--- src/rtl/pc_r32i_pkg.sv ---
// Shared RV32I branch condition codes; values match the B-type funct3 field.
package pc_r32i_pkg;

  typedef logic [2:0] branch_t;

  localparam branch_t BEQ  = 3'b000;
  localparam branch_t BNEQ = 3'b001;
  localparam branch_t BLT  = 3'b100;
  localparam branch_t BGE  = 3'b101;
  localparam branch_t BLTU = 3'b110;
  localparam branch_t BGEU = 3'b111;

endpackage

--- src/rtl/pc_r32i_branch_cond.sv ---
// Selects the comparator flag named by the branch code; purely combinational,
// no flow control. Codes 3'b010/3'b011 never select a flag.
module branch_cond_r32i
  import pc_r32i_pkg::*;
(
  input  logic [2:0] branch_type,
  input  logic       EQ,
  input  logic       NE,
  input  logic       LT,
  input  logic       LTU,
  input  logic       GE,
  input  logic       GEU,
  output logic       cond
);

  always_comb begin
    cond = 1'b0;
    case (branch_t'(branch_type))
      BEQ:     cond = EQ;
      BNEQ:    cond = NE;
      BLT:     cond = LT;
      BGE:     cond = GE;
      BLTU:    cond = LTU;
      BGEU:    cond = GEU;
      default: cond = 1'b0;
    endcase
  end

endmodule

--- src/rtl/pc_r32i.sv ---
// RV32I program counter: steps by STEP or loads a branch/jump target each cycle.
// One-cycle latency from sampled controls to ProgAddr; no stall, advances every edge.
module pc_r32i
  import pc_r32i_pkg::*;
#(
  parameter int               dataW      = 32,
  parameter logic [dataW-1:0] RESET_ADDR = '0,
  parameter int               STEP       = 4
) (
  input  logic             clock,
  input  logic             reset,
  input  logic             EQ,
  input  logic             NE,
  input  logic             LT,
  input  logic             LTU,
  input  logic             GE,
  input  logic             GEU,
  input  logic             TestBranch,
  input  logic [2:0]       PCBranchType,
  input  logic [dataW-1:0] BranchAddr,
  input  logic             AlwaysBranch,
  input  logic             AbsoluteBranch,
  output logic [dataW-1:0] ProgAddr
);

  logic             cond;
  logic             take;
  logic [dataW-1:0] target;
  logic [dataW-1:0] seq_addr;

  branch_cond_r32i u_cond (
    .branch_type (PCBranchType),
    .EQ          (EQ),
    .NE          (NE),
    .LT          (LT),
    .LTU         (LTU),
    .GE          (GE),
    .GEU         (GEU),
    .cond        (cond)
  );

  assign take = AlwaysBranch | (TestBranch & cond);

  // Absolute targets follow the JALR rule of clearing bit 0; relative sums wrap silently.
  assign target   = AbsoluteBranch ? {BranchAddr[dataW-1:1], 1'b0}
                                   : ProgAddr + BranchAddr;
  assign seq_addr = ProgAddr + dataW'(STEP);

  always_ff @(posedge clock or posedge reset) begin
    if (reset) begin
      ProgAddr <= RESET_ADDR;
    end else begin
      ProgAddr <= take ? target : seq_addr;
    end
  end

endmodule

--- config.mk ---
export PLATFORM = sky130hd
export DESIGN_NAME = pc_r32i
export DESIGN_NICKNAME = d
export VERILOG_FILES = /design/src/rtl/pc_r32i_pkg.sv /design/src/rtl/pc_r32i_branch_cond.sv /design/src/rtl/pc_r32i.sv
export SDC_FILE = /design/constraint.sdc
export NUM_CORES = 1
export LEC_CHECK = 0
export BUFFER_PORTS_ARGS = -buffer_cell sky130_fd_sc_hd__buf_2
export CAP_MARGIN = 20
export CORE_MARGIN = 1.5
export CORE_UTILIZATION = 55
export CTS_BUF_LIST = sky130_fd_sc_hd__clkbuf_16
export CTS_CLUSTER_DIAMETER = 100
export DETAILED_ROUTE_END_ITERATION = 16
export GPL_ROUTABILITY_DRIVEN = 1
export HOLD_SLACK_MARGIN = 0.12
export PLACE_DENSITY = 0.88
export SYNTH_ARGS = -nofsm -noshare
export SYNTH_HDL_FRONTEND = slang
export SYNTH_SLANG_ARGS = --single-unit
--- constraint.sdc ---
create_clock -name clock -period 3.8 [get_ports clock]
set_clock_uncertainty 0.05 [all_clocks]
set_input_delay 0.57 -clock clock [delete_from_list [all_inputs] [get_ports clock]]
set_output_delay 0.57 -clock clock [all_outputs]
set_load 0.03 [all_outputs]
# Word-level counts from Yosys, hierarchy flattened
# Index checks and enable logic that the tools add are counted.
[word_totals]
out_inout_bits = 32
elab_cells = 14
register_bits = 32
[classes]
bitwise_logic = 2
n_eq_ne = 5
n_addsub = 2
muxes = 3
reduce_logical = 1
[op_table]
columns = ["op", "n"]
rows = [
  ["32-bit 2-to-1 mux", 2],
  ["32-bit by 3-bit adder with 32-bit output (second input constant)", 1],
  ["32-bit adder", 1],
  ["3-bit equality test (second input constant)", 4],
  ["1-bit case mux with 6 select lines", 1],
  ["3-bit by 1-bit equality test with 1-bit output (second input constant)", 1],
  ["3-bit logical NOT", 1],
  ["1-bit AND", 1],
  ["1-bit bitwise OR", 1],
]

# Longest topological paths before layout
# Gate-level depths: netlist (run 1).
[logic_depth]
word_depth = 5
depth_mapped = 10
ltp_nobuf = 10

# Modules after synthesis
# From an unflattened synthesis (run 1), not the netlist that was laid out.
[hier_totals]
hier_cells = 444
area_unflattened_um2 = 3602.2
[by_module_without_submodules]
columns = ["mod", "instances", "cells_each", "area_each_um2"]
rows = [
  ["pc_r32i", 1, 440, 3555.9],
  ["branch_cond_r32i", 1, 4, 46.3],
]

# Worst setup path before layout (run 1)
# No wires, ideal clock.
[synth_path]
path_type = "input-to-reg"
start = "input BranchAddr[0]"
end = "register ProgAddr[28]"
setup_slack_ns = 0.913
path_stages = 10
t_arrival_ns = 2.733
n_path_buf = 0
required_time_ns = 3.646
setup_time_ns = 0.104
cell_sequence = "ha_1 > fa_1 > a21oi_1 > o211ai_1 > a21oi_1 > o211a_1 > o21ai_1 > a21oi_1 > mux2_2 > a221oi_1"
[synth_via]
elab_chain_cells = 3
[synth_lines]
columns = ["item", "line", "text"]
rows = [
  ["start: declaration", "pc_r32i.sv:20", "input logic [dataW-1:0] BranchAddr,"],
  ["32-bit adder", "pc_r32i.sv:46", ": ProgAddr + BranchAddr;"],
  ["32-bit 2-to-1 mux", "pc_r32i.sv:45", "assign target = AbsoluteBranch ? {BranchAddr[dataW-1:1], 1'b0}"],
  ["32-bit 2-to-1 mux", "pc_r32i.sv:53", "ProgAddr <= take ? target : seq_addr;"],
  ["end signal: assignment", "pc_r32i.sv:53", ""],
  ["end: declaration", "pc_r32i.sv:23", "output logic [dataW-1:0] ProgAddr"],
]
# No other way between the ends.

# Worst setup path in the final report (run 1)
[layout_path]
start = "register ProgAddr[0]"
end = "register ProgAddr[28]"
[layout_via]
elab_chain_cells = 3
[layout_lines]
columns = ["item", "line"]
rows = [
  ["32-bit adder", "pc_r32i.sv:46"],
  ["32-bit 2-to-1 mux", "pc_r32i.sv:45"],
  ["32-bit 2-to-1 mux (*)", "pc_r32i.sv:53"],
]
# Mark *: on every way between the ends. The rest lies on a longest branch, timed or not.

==> metrics, run 1 <==
WHS=0.327 ns; final number of setup-violating endpoints=0; number of standard cells in the layout, taps in and fillers out=598; transition time of the tightest slew-check pin=0.728 ns; cell occurring most often along the worst timing path=sky130_fd_sc_hd__a21oi_1; largest registers=ProgAddr x32; final cycle utilization of the critical path=0.841; Max-cap violations=0; total power after layout=0.00302 W; most frequent cells in the layout=sky130_fd_sc_hd__buf_2 (77), sky130_fd_sc_hd__a21oi_1 (46), sky130_fd_sc_hd__nand2_1 (43); top cell type by total area after synthesis=sky130_fd_sc_hd__dfrtp_1; most instantiated flip-flop cell in the synthesis netlist=sky130_fd_sc_hd__dfrtp_1; critical path startpoint category=register; initial standard-cell utilization of the core=0.567; placement row count=29; overall overflow remaining after global route=0; post-synthesis sequential area ratio=0.224; final routed wire length divided by cell count=17.4 um; Post-Synthesis Cell Area=3580 um2; half-perimeter wire length after detailed placement=7680 um; number of cells produced by synthesis=448; Max transition margin=0.515; die area=7000 um2; # H-tree levels=2; top area cells in the synthesized netlist=sky130_fd_sc_hd__dfrtp_1 (22%), sky130_fd_sc_hd__ha_1 (11%), sky130_fd_sc_hd__xor2_1 (6.9%); Cells after DPL=590; post-place instance area=4030 um2; Critical R2R Launch=ProgAddr[0]$_DFFE_PP0N_; ratio of cells with drive above 1 in the final layout=0.194; number of antenna violations at the first check in global routing=0; Crit path depth=10; FF+latch count, synth=32; PortBufs=77; peak supply drop=0.000341 V; post-synthesis average cell area=7.99 um2; total nets after synthesis=527; number of flip-flops under the largest register name=32; count of clock tree sinks=32; number of synthesized flops with an enable pin=0; number of instances resized during post-cts repair=0; start point of the critical path=ProgAddr[0]$_DFFE_PP0N_; Post-CTS Setup Inserts=0; register with the highest flop count=ProgAddr; Synthesis Warnings=0; crit path max-delay cell type=sky130_fd_sc_hd__fa_1; leakage=1.88 nW; biggest cell delay along the critical path=0.42 ns; final total negative setup slack=0 ns; antenna diode instance count=0; Clock Path Buffers=2; number of DRC markers after the initial detailed-route iteration=298; clock latency on the worst-skew pair=0.28 ns; run status=finished, final reports clean; Worst EP arrival=3.32 ns; Initial DRT Pass Iterations=7; class of the most critical setup path=reg -> reg; Detail Route Antenna Nets=0; Yosys cell types=62; Slew Limit Fails=0; min-delay worst type=in -> async; routability cong.=0.986; Max Clock Freq=313 MHz; TritonCTS clock tree=yes; final instance area=4200 um2; first-pass GRT wire length=17,700 um; endpoint of the worst register-to-register path=ProgAddr[28]$_DFF_PP0_; largest delay contributor family on the critical path=compound AO/OA/AOI/OAI gates; Tot GR Track Use=0.305; critical-path cell list=ha_1, fa_1, a21oi_1, o211ai_1, a21oi_1, o211a_1, o21ai_1, a21oi_1, mux2_2, a221oi_1; commonest non-fill, non-tap cell in the layout=sky130_fd_sc_hd__buf_2; worst path buffer plus inverter count=0; PD cells=719 nW/um2; detailed-route DRC error count=0; Worst R2R Path Depth=10; wirelength, routed=10,400 um; Die Wd=83.7 um; via count=3,826; critical path data required time=3.93 ns; RSZ-0062 raised after global routing=false; maximum fanout encountered on the critical timing path=5; area added between synthesis and finish=17.2%; Core Box Area=6310 um2; critical path capture point=ProgAddr[28]$_DFF_PP0_; via density per instance=6.40; number of global-route vias before repair=3,764; hold buffer count at cts=0; height of the die=83.7 um; Tmin final=3.20 ns; endpoints failing hold=0; I/O Pins=78; kind of end point of the critical path=register; pin count of the biggest net entering global routing=40; portion of synthesized cell area occupied by the leading cell type=0.224; Clock Tree Root=sky130_fd_sc_hd__clkbuf_16; post-synthesis async set-or-reset flop share=1.00; Worst-path clk slew=0.06 ns; clock buffer count from CTS=5; Post-layout nets=599; setup slack of the most critical reg-to-reg path=0.60 ns
[logic make-up (layout without fill, tap and decap cells)]
logic type | count (synthesis) | after routing | share of synthesized area
and+or+nand+nor | 152 | 152 | 0.210
AOI/OAI and AO/OA | 149 | 149 | 0.274
xor gates and xnor gates | 51 | 51 | 0.125
adders and majority gates | 33 | 33 | 0.117
DFF | 32 | 32 | 0.224
buffers and inverters | 25 | 98 | 0.0287
muxes | 6 | 6 | 0.0206
[where the power goes]
group          internal [W]  switching [W]  total (W)  leakage, nW
clock              0.000305       0.000161   0.000466       0.0789
sequential         0.000460       0.000182   0.000643        0.371
combinational      0.000751        0.00116    0.00191         1.43
total               0.00152        0.00150    0.00302         1.88
[cells in the mapped netlist, drive strengths merged (5+ instances only)]
cell type / n
o211ai: 5
xor2: 28
nor2b: 7
nand3: 19
dfrtp: 32
a211oi: 5
nor2: 31
a31oi: 10
a21boi: 7
nand2: 43
a21oi: 48
clkbuf: 13
a221oi: 5
o21ai: 26
ha: 32
xnor2: 23
inv: 7
and3: 10
a21o: 14
and4: 5
nand4: 11
nor3: 9
[metal layers]
layer	track usage	share of wire
met3	0.0574	0.072
met5	0	0
met4	0.0805	0.014
met2	0.497	0.46
met1	0.415	0.45
[per-stage QoR]
| step | setup slack (ns) | util |
|---|---|---|
| floorplan | 0.913 | - |
| global placement | 0.561 | 0.639 |
| detailed placement | 0.442 | 0.639 |
| CTS | 0.635 | 0.664 |
| global route | 0.394 | 0.664 |
| finish | 0.604 | 0.664 |
[final cells by class]
cell class	instances	area (um2)
inverter	8	30.0
fill	534	2120
tap	77	96.3
timing repair buffer	82	423
clock inverter	3	37.5
clock buffer	5	125
multi-input combinational	391	2680
sequential	32	801
[worst min-delay path: stages]
cell and delay [ns]:
sky130_fd_sc_hd__buf_2 0.09, sky130_fd_sc_hd__inv_1 0.04, sky130_fd_sc_hd__buf_4 0.39
[worst min path at each step]
stage                            startpoint                      end
floorplan           ProgAddr[0]$_DFFE_PP0N_  ProgAddr[0]$_DFFE_PP0N_
global placement    ProgAddr[0]$_DFFE_PP0N_  ProgAddr[0]$_DFFE_PP0N_
detailed placement  ProgAddr[0]$_DFFE_PP0N_  ProgAddr[0]$_DFFE_PP0N_
CTS                                   reset   ProgAddr[29]$_DFF_PP0_
global route                          reset   ProgAddr[29]$_DFF_PP0_
finish                                reset   ProgAddr[24]$_DFF_PP0_
(Power assumes the default switching activity.)
==> run 2: changes to the inputs <==
--- a/config.mk
+++ b/config.mk
@@ -5,6 +5,7 @@
 export SDC_FILE = /design/constraint.sdc
 export NUM_CORES = 1
 export LEC_CHECK = 0
+export ABC_AREA = 1
 export BUFFER_PORTS_ARGS = -buffer_cell sky130_fd_sc_hd__buf_2
 export CAP_MARGIN = 20
 export CORE_MARGIN = 1.5
@@ -14,7 +15,7 @@
 export DETAILED_ROUTE_END_ITERATION = 16
 export GPL_ROUTABILITY_DRIVEN = 1
 export HOLD_SLACK_MARGIN = 0.12
-export PLACE_DENSITY = 0.88
+export PLACE_DENSITY = 0.85
 export SYNTH_ARGS = -nofsm -noshare
 export SYNTH_HDL_FRONTEND = slang
 export SYNTH_SLANG_ARGS = --single-unit
==> constraint.sdc (replaced) <==
create_clock -name clock -period 3.2 [get_ports clock]
set_clock_uncertainty 0.05 [all_clocks]
set_input_delay 0.48 -clock clock [delete_from_list [all_inputs] [get_ports clock]]
set_output_delay 0.48 -clock clock [all_outputs]
set_load 0.03 [all_outputs]
==> run 2 against run 1 <==
Compared with the run above:
- highest routed layer unchanged
- die area is 31% higher
- total power rose by 18%
- non-clock buffer count decreased by 1
- count of clock-buffer cells in the layout stayed put
- register-to-register slack gained 0.27 ns
- largest cell class unchanged
- core utilization down 1.7 points
- sequential power grew 22%
==> metrics, run 2 <==
critical path data required time=3.31 ns (was 3.93 ns); half-perimeter wire length after detailed placement=11,600 um (was 7680 um); transition time of the tightest slew-check pin=0.785 ns (was 0.728 ns); min-delay worst type=in -> async (unchanged); top layer used by detailed routing=met4 (unchanged); hold buffer count at cts=0 (unchanged); final-layout fill cell count=840 (was 534); Routed met1 length=6500 um (was 4680 um); post-synthesis average cell area=5.58 um2 (was 7.99 um2); critical-path cell list=ha_1, nand2_1, nor2_1, nand3_1, nand3_1, nand2_1, nand3_1, nand3_1, nand2_1, nand2_1 (was ha_1, fa_1, a21oi_1, o211ai_1, a21oi_1, o211a_1, o21ai_1, a21oi_1, mux2_2, a221oi_1); Max Clock Freq=430 MHz (was 313 MHz); total length of routed met2 wires=6170 um (was 4820 um); total power after layout=0.00357 W (was 0.00302 W); Synthesis Warnings=0 (unchanged); Max-cap violations=0 (unchanged); portion of synthesized cell area occupied by the leading cell type=0.257 (was 0.224); number of antenna violations at the first check in global routing=0 (unchanged); kind of end point of the critical path=register (unchanged); RSZ-0062 raised after global routing=false (unchanged); most frequent cells in the layout=sky130_fd_sc_hd__nand2_1 (325), sky130_fd_sc_hd__inv_1 (142), sky130_fd_sc_hd__nor2_1 (100) (was sky130_fd_sc_hd__buf_2 (77), sky130_fd_sc_hd__a21oi_1 (46), sky130_fd_sc_hd__nand2_1 (43)); Tmin final=2.33 ns (was 3.20 ns); crit path max-delay cell type=sky130_fd_sc_hd__dfrtp_1 (was sky130_fd_sc_hd__fa_1); peak supply drop=0.000240 V (was 0.000341 V); Cells after DPL=1,023 (was 590); number of instances resized during post-cts repair=0 (unchanged); largest registers=ProgAddr x32 (unchanged); Detail Route Antenna Nets=0 (unchanged); final number of setup-violating endpoints=0 (unchanged); Post-Synthesis Cell Area=4740 um2 (was 3580 um2); top area cells in the synthesized netlist=sky130_fd_sc_hd__nand2_1 (26%), sky130_fd_sc_hd__dfrtp_1 (17%), sky130_fd_sc_hd__inv_1 (11%) (was sky130_fd_sc_hd__dfrtp_1 (22%), sky130_fd_sc_hd__ha_1 (11%), sky130_fd_sc_hd__xor2_1 (6.9%)); FF+latch count, synth=32 (unchanged); critical path startpoint category=register (unchanged); maximum fanout encountered on the critical timing path=7 (was 5); Worst-path clk slew=0.05 ns (was 0.06 ns); endpoints failing hold=0 (unchanged); Slew Limit Fails=0 (unchanged); leakage=3.19 nW (was 1.88 nW); post-synthesis async set-or-reset flop share=1.00 (unchanged); WHS=0.240 ns (was 0.327 ns); DR WL met3=1340 um (was 745 um); PD cells=665 nW/um2 (was 719 nW/um2); TritonCTS clock tree=yes (unchanged); Clock Tree Root=sky130_fd_sc_hd__clkbuf_16 (unchanged); top cell type by total area after synthesis=sky130_fd_sc_hd__nand2_1 (was sky130_fd_sc_hd__dfrtp_1); register with the highest flop count=ProgAddr (unchanged); number of cells produced by synthesis=849 (was 448); initial standard-cell utilization of the core=0.571 (was 0.567); I/O Pins=78 (unchanged); via count=5,471 (was 3,826); number of synthesized flops with an enable pin=0 (unchanged); routability cong.=0.995 (was 0.986); Tot GR Track Use=0.325 (was 0.305); die area=9180 um2 (was 7000 um2); run status=finished, final reports clean (unchanged); # H-tree levels=2 (unchanged); class of the most critical setup path=reg -> reg (unchanged); clock latency on the worst-skew pair=0.28 ns (about the same); Critical R2R Launch=ProgAddr[7]$_DFF_PP0_ (was ProgAddr[0]$_DFFE_PP0N_); number of DRC markers after the initial detailed-route iteration=509 (was 298); most instantiated flip-flop cell in the synthesis netlist=sky130_fd_sc_hd__dfrtp_1 (unchanged); number of flip-flops under the largest register name=32 (unchanged); Max transition margin=0.476 (was 0.515); Yosys cell types=40 (was 62); overall overflow remaining after global route=0 (unchanged); setup slack of the most critical reg-to-reg path=0.87 ns (was 0.60 ns); biggest cell delay along the critical path=0.53 ns (was 0.42 ns); count of clock tree sinks=32 (unchanged); wirelength, routed=14,300 um (was 10,400 um); most common library cells after synthesis=sky130_fd_sc_hd__nand2_1 (325), sky130_fd_sc_hd__inv_1 (142), sky130_fd_sc_hd__nor2_1 (100) (was sky130_fd_sc_hd__a21oi_1 (46), sky130_fd_sc_hd__nand2_1 (43), sky130_fd_sc_hd__dfrtp_1 (32), sky130_fd_sc_hd__ha_1 (32), sky130_fd_sc_hd__nor2_1 (31)); antenna diode instance count=0 (unchanged); Post-CTS Setup Inserts=0 (unchanged); post-synthesis sequential area ratio=0.169 (was 0.224); clock buffer count from CTS=5 (unchanged); number of global-route vias before repair=4,786 (was 3,764); Die Wd=95.8 um (was 83.7 um); via density per instance=5.31 (was 6.40); endpoint of the worst register-to-register path=ProgAddr[19]$_DFF_PP0_ (was ProgAddr[28]$_DFF_PP0_); first-pass GRT wire length=22,900 um (was 17,700 um); critical path capture point=ProgAddr[19]$_DFF_PP0_ (was ProgAddr[28]$_DFF_PP0_); PortBufs=77 (unchanged); area added between synthesis and finish=13.4% (was 17.2%); Worst EP arrival=2.43 ns (was 3.32 ns); final total negative setup slack=0 ns (unchanged); height of the die=95.8 um (was 83.7 um); ratio of cells with drive above 1 in the final layout=0.124 (was 0.194); total nets after synthesis=928 (was 527); Post-layout nets=1,004 (was 599); Worst R2R Path Depth=10 (unchanged); final routed wire length divided by cell count=13.9 um (was 17.4 um); placement row count=33 (was 29); commonest non-fill, non-tap cell in the layout=sky130_fd_sc_hd__nand2_1 (was sky130_fd_sc_hd__buf_2); detailed-route DRC error count=0 (unchanged); Initial DRT Pass Iterations=6 (was 7); most repeated cell in the gate-level netlist after synthesis=sky130_fd_sc_hd__nand2_1 (was sky130_fd_sc_hd__a21oi_1); final cycle utilization of the critical path=0.727 (was 0.841); start point of the critical path=ProgAddr[7]$_DFF_PP0_ (was ProgAddr[0]$_DFFE_PP0N_); number of standard cells in the layout, taps in and fillers out=1,031 (was 598); Core Box Area=8300 um2 (was 6310 um2); Clock Path Buffers=2 (unchanged); pin count of the biggest net entering global routing=47 (was 40)
[run 2: cell types whose count changed in the layout (fill, tap and decap cells not counted), moves of 9 or more]
cell,previous run,this run
sky130_fd_sc_hd__nand2_1,43,325
sky130_fd_sc_hd__inv_1,6,142
sky130_fd_sc_hd__nor2_1,31,100
sky130_fd_sc_hd__nand3_1,19,51
sky130_fd_sc_hd__a21oi_1,46,22
sky130_fd_sc_hd__xor2_1,28,13
sky130_fd_sc_hd__a21o_1,14,1
sky130_fd_sc_hd__and3_1,10,0
sky130_fd_sc_hd__a31oi_1,10,1
[run 2: report_power, final]
group,switching (W),internal (W)
sequential,0.000265,0.000520
combinational,0.00154,0.000779
clock,0.000182,0.000283
[run 2: worst max-delay path: cells and delay by family, from the launching register on]
| family | cells | cell delay, ns |
|---|---|---|
| and+or+nand+nor | 9 | 1.19 |
| adders and majority gates | 1 | 0.43 |
| DFF | 1 | 0.53 |
[run 2: worst min path at each step]
| stage | from | endpoint | slack (ns) | cells after the start |
|---|---|---|---|---|
| after floorplan | reset | ProgAddr[0]$_DFFE_PP0N_ | 0.55 | 1 |
| after global placement | ProgAddr[0]$_DFFE_PP0N_ | ProgAddr[0]$_DFFE_PP0N_ | 0.45 | 2 |
| after detailed placement | ProgAddr[0]$_DFFE_PP0N_ | ProgAddr[0]$_DFFE_PP0N_ | 0.45 | 2 |
| after CTS | reset | ProgAddr[23]$_DFF_PP0_ | 0.26 | 3 |
| after global routing | reset | ProgAddr[23]$_DFF_PP0_ | 0.28 | 3 |
| final | reset | ProgAddr[27]$_DFF_PP0_ | 0.24 | 3 |
[run 2: final cells by class]
cell class | count | area [um2] | area share
Timing Repair Buffer | 81 | 415 | 0.0773
Inverter | 145 | 544 | 0.101
Clock buffer | 5 | 125 | 0.0233
Tap cell | 105 | 131 | 0.0245
Sequential cell | 32 | 801 | 0.149
Clock inverter | 3 | 13.8 | 0.00256
Multi-Input combinational cell | 660 | 3340 | 0.622
[run 2: stage by stage]
stage	area, um2	setup WS [ns]	utilization
after floorplan	4740	1.07	-
after global routing	5370	0.713	0.647
final	5370	0.875	0.647
after detailed placement	5230	0.828	0.631
after global placement	5230	0.874	0.631
after CTS	5370	0.935	0.647
[run 2: cell families after synthesis]
logic type,synth area share
buffers and inverters,0.126
adders and majority gates,0.0887
and+or+nand+nor,0.484
xor gates and xnor gates,0.0610
AOI/OAI and AO/OA,0.0718
DFF,0.169
[run 2: routing by layer]
layer / vias to the layer above / track usage
met1: 2421 / 0.478
met4: 0 / 0.0846
met2: 248 / 0.494
met5: - / 0
li1: 2772 / -
met3: 30 / 0.0442
==> run 3: changes to the inputs <==
==> constraint.sdc (replaced) <==
create_clock -name clock -period 2.3 [get_ports clock]
set_clock_uncertainty 0.05 [all_clocks]
set_input_delay 0.345 -clock clock [delete_from_list [all_inputs] [get_ports clock]]
set_output_delay 0.345 -clock clock [all_outputs]
set_load 0.03 [all_outputs]
==> run 3 against run 2 <==
Compared with the run above:
- count of clock-buffer cells in the layout unchanged
- via count rose by 1.6%
- die area is the same
- hold slack worse by 0.12 ns
- core utilization rose by 2.2 points
- combinational power grew 55%
- largest power group unchanged
- register-to-register slack lost 0.77 ns
- sequential cell count did not move
- sequential power increased by 21%
- routed wire length increased by 4.0%
- cell count grew 1.8%
- highest routed layer unchanged
==> metrics, run 3 (synthesis gave the netlist of run 2 again) <==
# H-tree levels=2 (unchanged); final number of setup-violating endpoints=0 (unchanged); Worst EP arrival=2.33 ns (was 2.43 ns); height of the die=95.8 um (unchanged); PD cells=937 nW/um2 (was 665 nW/um2); cell occurring most often along the worst timing path=sky130_fd_sc_hd__nand2_1; Clock Path Buffers=2 (unchanged); Core Box Area=8300 um2 (unchanged); detailed-route DRC error count=0 (unchanged); crit path max-delay cell type=sky130_fd_sc_hd__dfrtp_1 (unchanged); via density per instance=5.29 (was 5.31); half-perimeter wire length after detailed placement=11,900 um (was 11,600 um); final instance area=5550 um2 (was 5370 um2); clock latency on the worst-skew pair=0.28 ns (about the same); routability cong.=0.950 (was 0.995); TritonCTS clock tree=yes (unchanged); first-pass GRT wire length=23,900 um (was 22,900 um); number of flip-flops under the largest register name=32 (unchanged); ratio of cells with drive above 1 in the final layout=0.144 (was 0.124); endpoints failing hold=0 (unchanged); number of instances resized during post-cts repair=0 (unchanged); Tmin final=2.19 ns (was 2.33 ns); Initial DRT Pass Iterations=5 (was 6); I/O Pins=78 (unchanged); die area=9180 um2 (unchanged); kind of end point of the critical path=register (unchanged); Clock Tree Root=sky130_fd_sc_hd__clkbuf_16 (unchanged); Max Clock Freq=456 MHz (was 430 MHz); placement row count=33 (unchanged); PortBufs=77 (unchanged); Max-cap violations=0 (unchanged); Worst-path clk slew=0.06 ns (was 0.05 ns); number of global-route vias before repair=5,020 (was 4,786); Max transition margin=0.677 (was 0.476); largest delay contributor family on the critical path=simple AND/OR/NAND/NOR gates (unchanged); final total negative setup slack=0 ns (unchanged); min-delay worst type=in -> async (unchanged); Die Wd=95.8 um (unchanged); largest registers=ProgAddr x32 (unchanged); leakage=3.29 nW (was 3.19 nW); critical-path cell list=ha_1, nand2_1, nor2_2, and2_1, nand2_1, nand2_1, xor2_1, nor2_1, o21ai_0 (was ha_1, nand2_1, nor2_1, nand3_1, nand3_1, nand2_1, nand3_1, nand3_1, nand2_1, nand2_1); commonest non-fill, non-tap cell in the layout=sky130_fd_sc_hd__nand2_1 (unchanged); setup slack of the most critical reg-to-reg path=0.11 ns (was 0.87 ns); Post-layout nets=1,024 (was 1,004); Post-CTS Setup Inserts=0 (unchanged); pin count of the biggest net entering global routing=40 (was 47); clock buffer count from CTS=5 (unchanged); class of the most critical setup path=reg -> reg (unchanged); final cycle utilization of the critical path=0.953 (was 0.727); wirelength, routed=14,900 um (was 14,300 um); register with the highest flop count=ProgAddr (unchanged); number of antenna violations at the first check in global routing=0 (unchanged); critical path startpoint category=register (unchanged); most frequent cells in the layout=sky130_fd_sc_hd__nand2_1 (325), sky130_fd_sc_hd__inv_1 (142), sky130_fd_sc_hd__nor2_1 (98) (was sky130_fd_sc_hd__nand2_1 (325), sky130_fd_sc_hd__inv_1 (142), sky130_fd_sc_hd__nor2_1 (100)); overall overflow remaining after global route=0 (unchanged); initial standard-cell utilization of the core=0.571 (unchanged); area added between synthesis and finish=17.2% (was 13.4%); Tot GR Track Use=0.340 (was 0.325); hold buffer count at cts=0 (unchanged); final routed wire length divided by cell count=14.1 um (was 13.9 um); via count=5,557 (was 5,471); number of standard cells in the layout, taps in and fillers out=1,050 (was 1,031); total power after layout=0.00520 W (was 0.00357 W); post-place instance area=5410 um2 (was 5230 um2); count of clock tree sinks=32 (unchanged); antenna diode instance count=0 (unchanged); Slew Limit Fails=0 (unchanged); Final Util=0.669 (was 0.647); Detail Route Antenna Nets=0 (unchanged); run status=finished, final reports clean (unchanged); Cells after DPL=1,043 (was 1,023); transition time of the tightest slew-check pin=0.484 ns (was 0.785 ns); biggest cell delay along the critical path=0.44 ns (was 0.53 ns); number of DRC markers after the initial detailed-route iteration=516 (was 509); peak supply drop=0.000420 V (was 0.000240 V); maximum fanout encountered on the critical timing path=5 (was 7); critical path data required time=2.44 ns (was 3.31 ns); worst path buffer plus inverter count=0 (unchanged)
==> run 3: cell count changes in the layout (fill, tap and decap cells not counted), sizes merged <==
cell and change:
buf +20, clkinv -1
==> run 3: worst register-to-register path, delay by kind of cell, from the launching register on <==
kind                     cells  cell delay [ns]
AND/OR/NAND/NOR              6             0.77
flip-flops                   1             0.44
adder cells (fa/ha/maj)      1             0.40
XOR/XNOR                     1             0.27
AO/OA/AOI/OAI                1             0.17
==> run 3: cell type report <==
cell class                 count  area, um2
fill                         816       2750
multi-input combinational    660       3350
tap                          105        131
timing repair buffer         101        591
clock inverter                 2       7.51
inverter                     145        544
clock buffer                   5        125
sequential                    32        801
==> run 3: path summary, 6_finish.rpt <==
kind / start / to / depth (start not counted)
max: ProgAddr[12]$_DFF_PP0_ / ProgAddr[13]$_DFF_PP0_ / 9
min: reset / ProgAddr[21]$_DFF_PP0_ / 3
max reg2reg: ProgAddr[12]$_DFF_PP0_ / ProgAddr[13]$_DFF_PP0_ / 9
min reg2reg: ProgAddr[0]$_DFFE_PP0N_ / ProgAddr[0]$_DFFE_PP0N_ / 2
max in group asynchronous: reset / ProgAddr[0]$_DFFE_PP0N_ / 3
min in group clock: BranchAddr[4] / ProgAddr[4]$_DFF_PP0_ / 3
==> run 3: through the flow <==
stage / hold WS [ns] / setup WS (ns)
2_1_floorplan: 0.411 / 0.171
3_3_place_gp: 0.418 / 0.160
3_5_place_dp: 0.423 / 0.104
4_1_cts: 0.134 / 0.0999
5_1_grt: 0.159 / -0.00204
6_report: 0.120 / 0.107
==> run 3: report_power, final <==
| group | leakage (nW) | internal [W] | switching [W] |
|---|---|---|---|
| Clock | 0.0648 | 0.000388 | 0.000262 |
| Combinational | 2.85 | 0.00123 | 0.00237 |
| Sequential | 0.382 | 0.000726 | 0.000223 |
==> run 3: layer usage <==
metal  GRT usage  vias up  wire length [um]
li1            -     2821                 -
met1       0.487     2437              6580
met2       0.518      266              6310
met3      0.0466       33              1530
met4       0.118        0               434
met5           0        -                 0
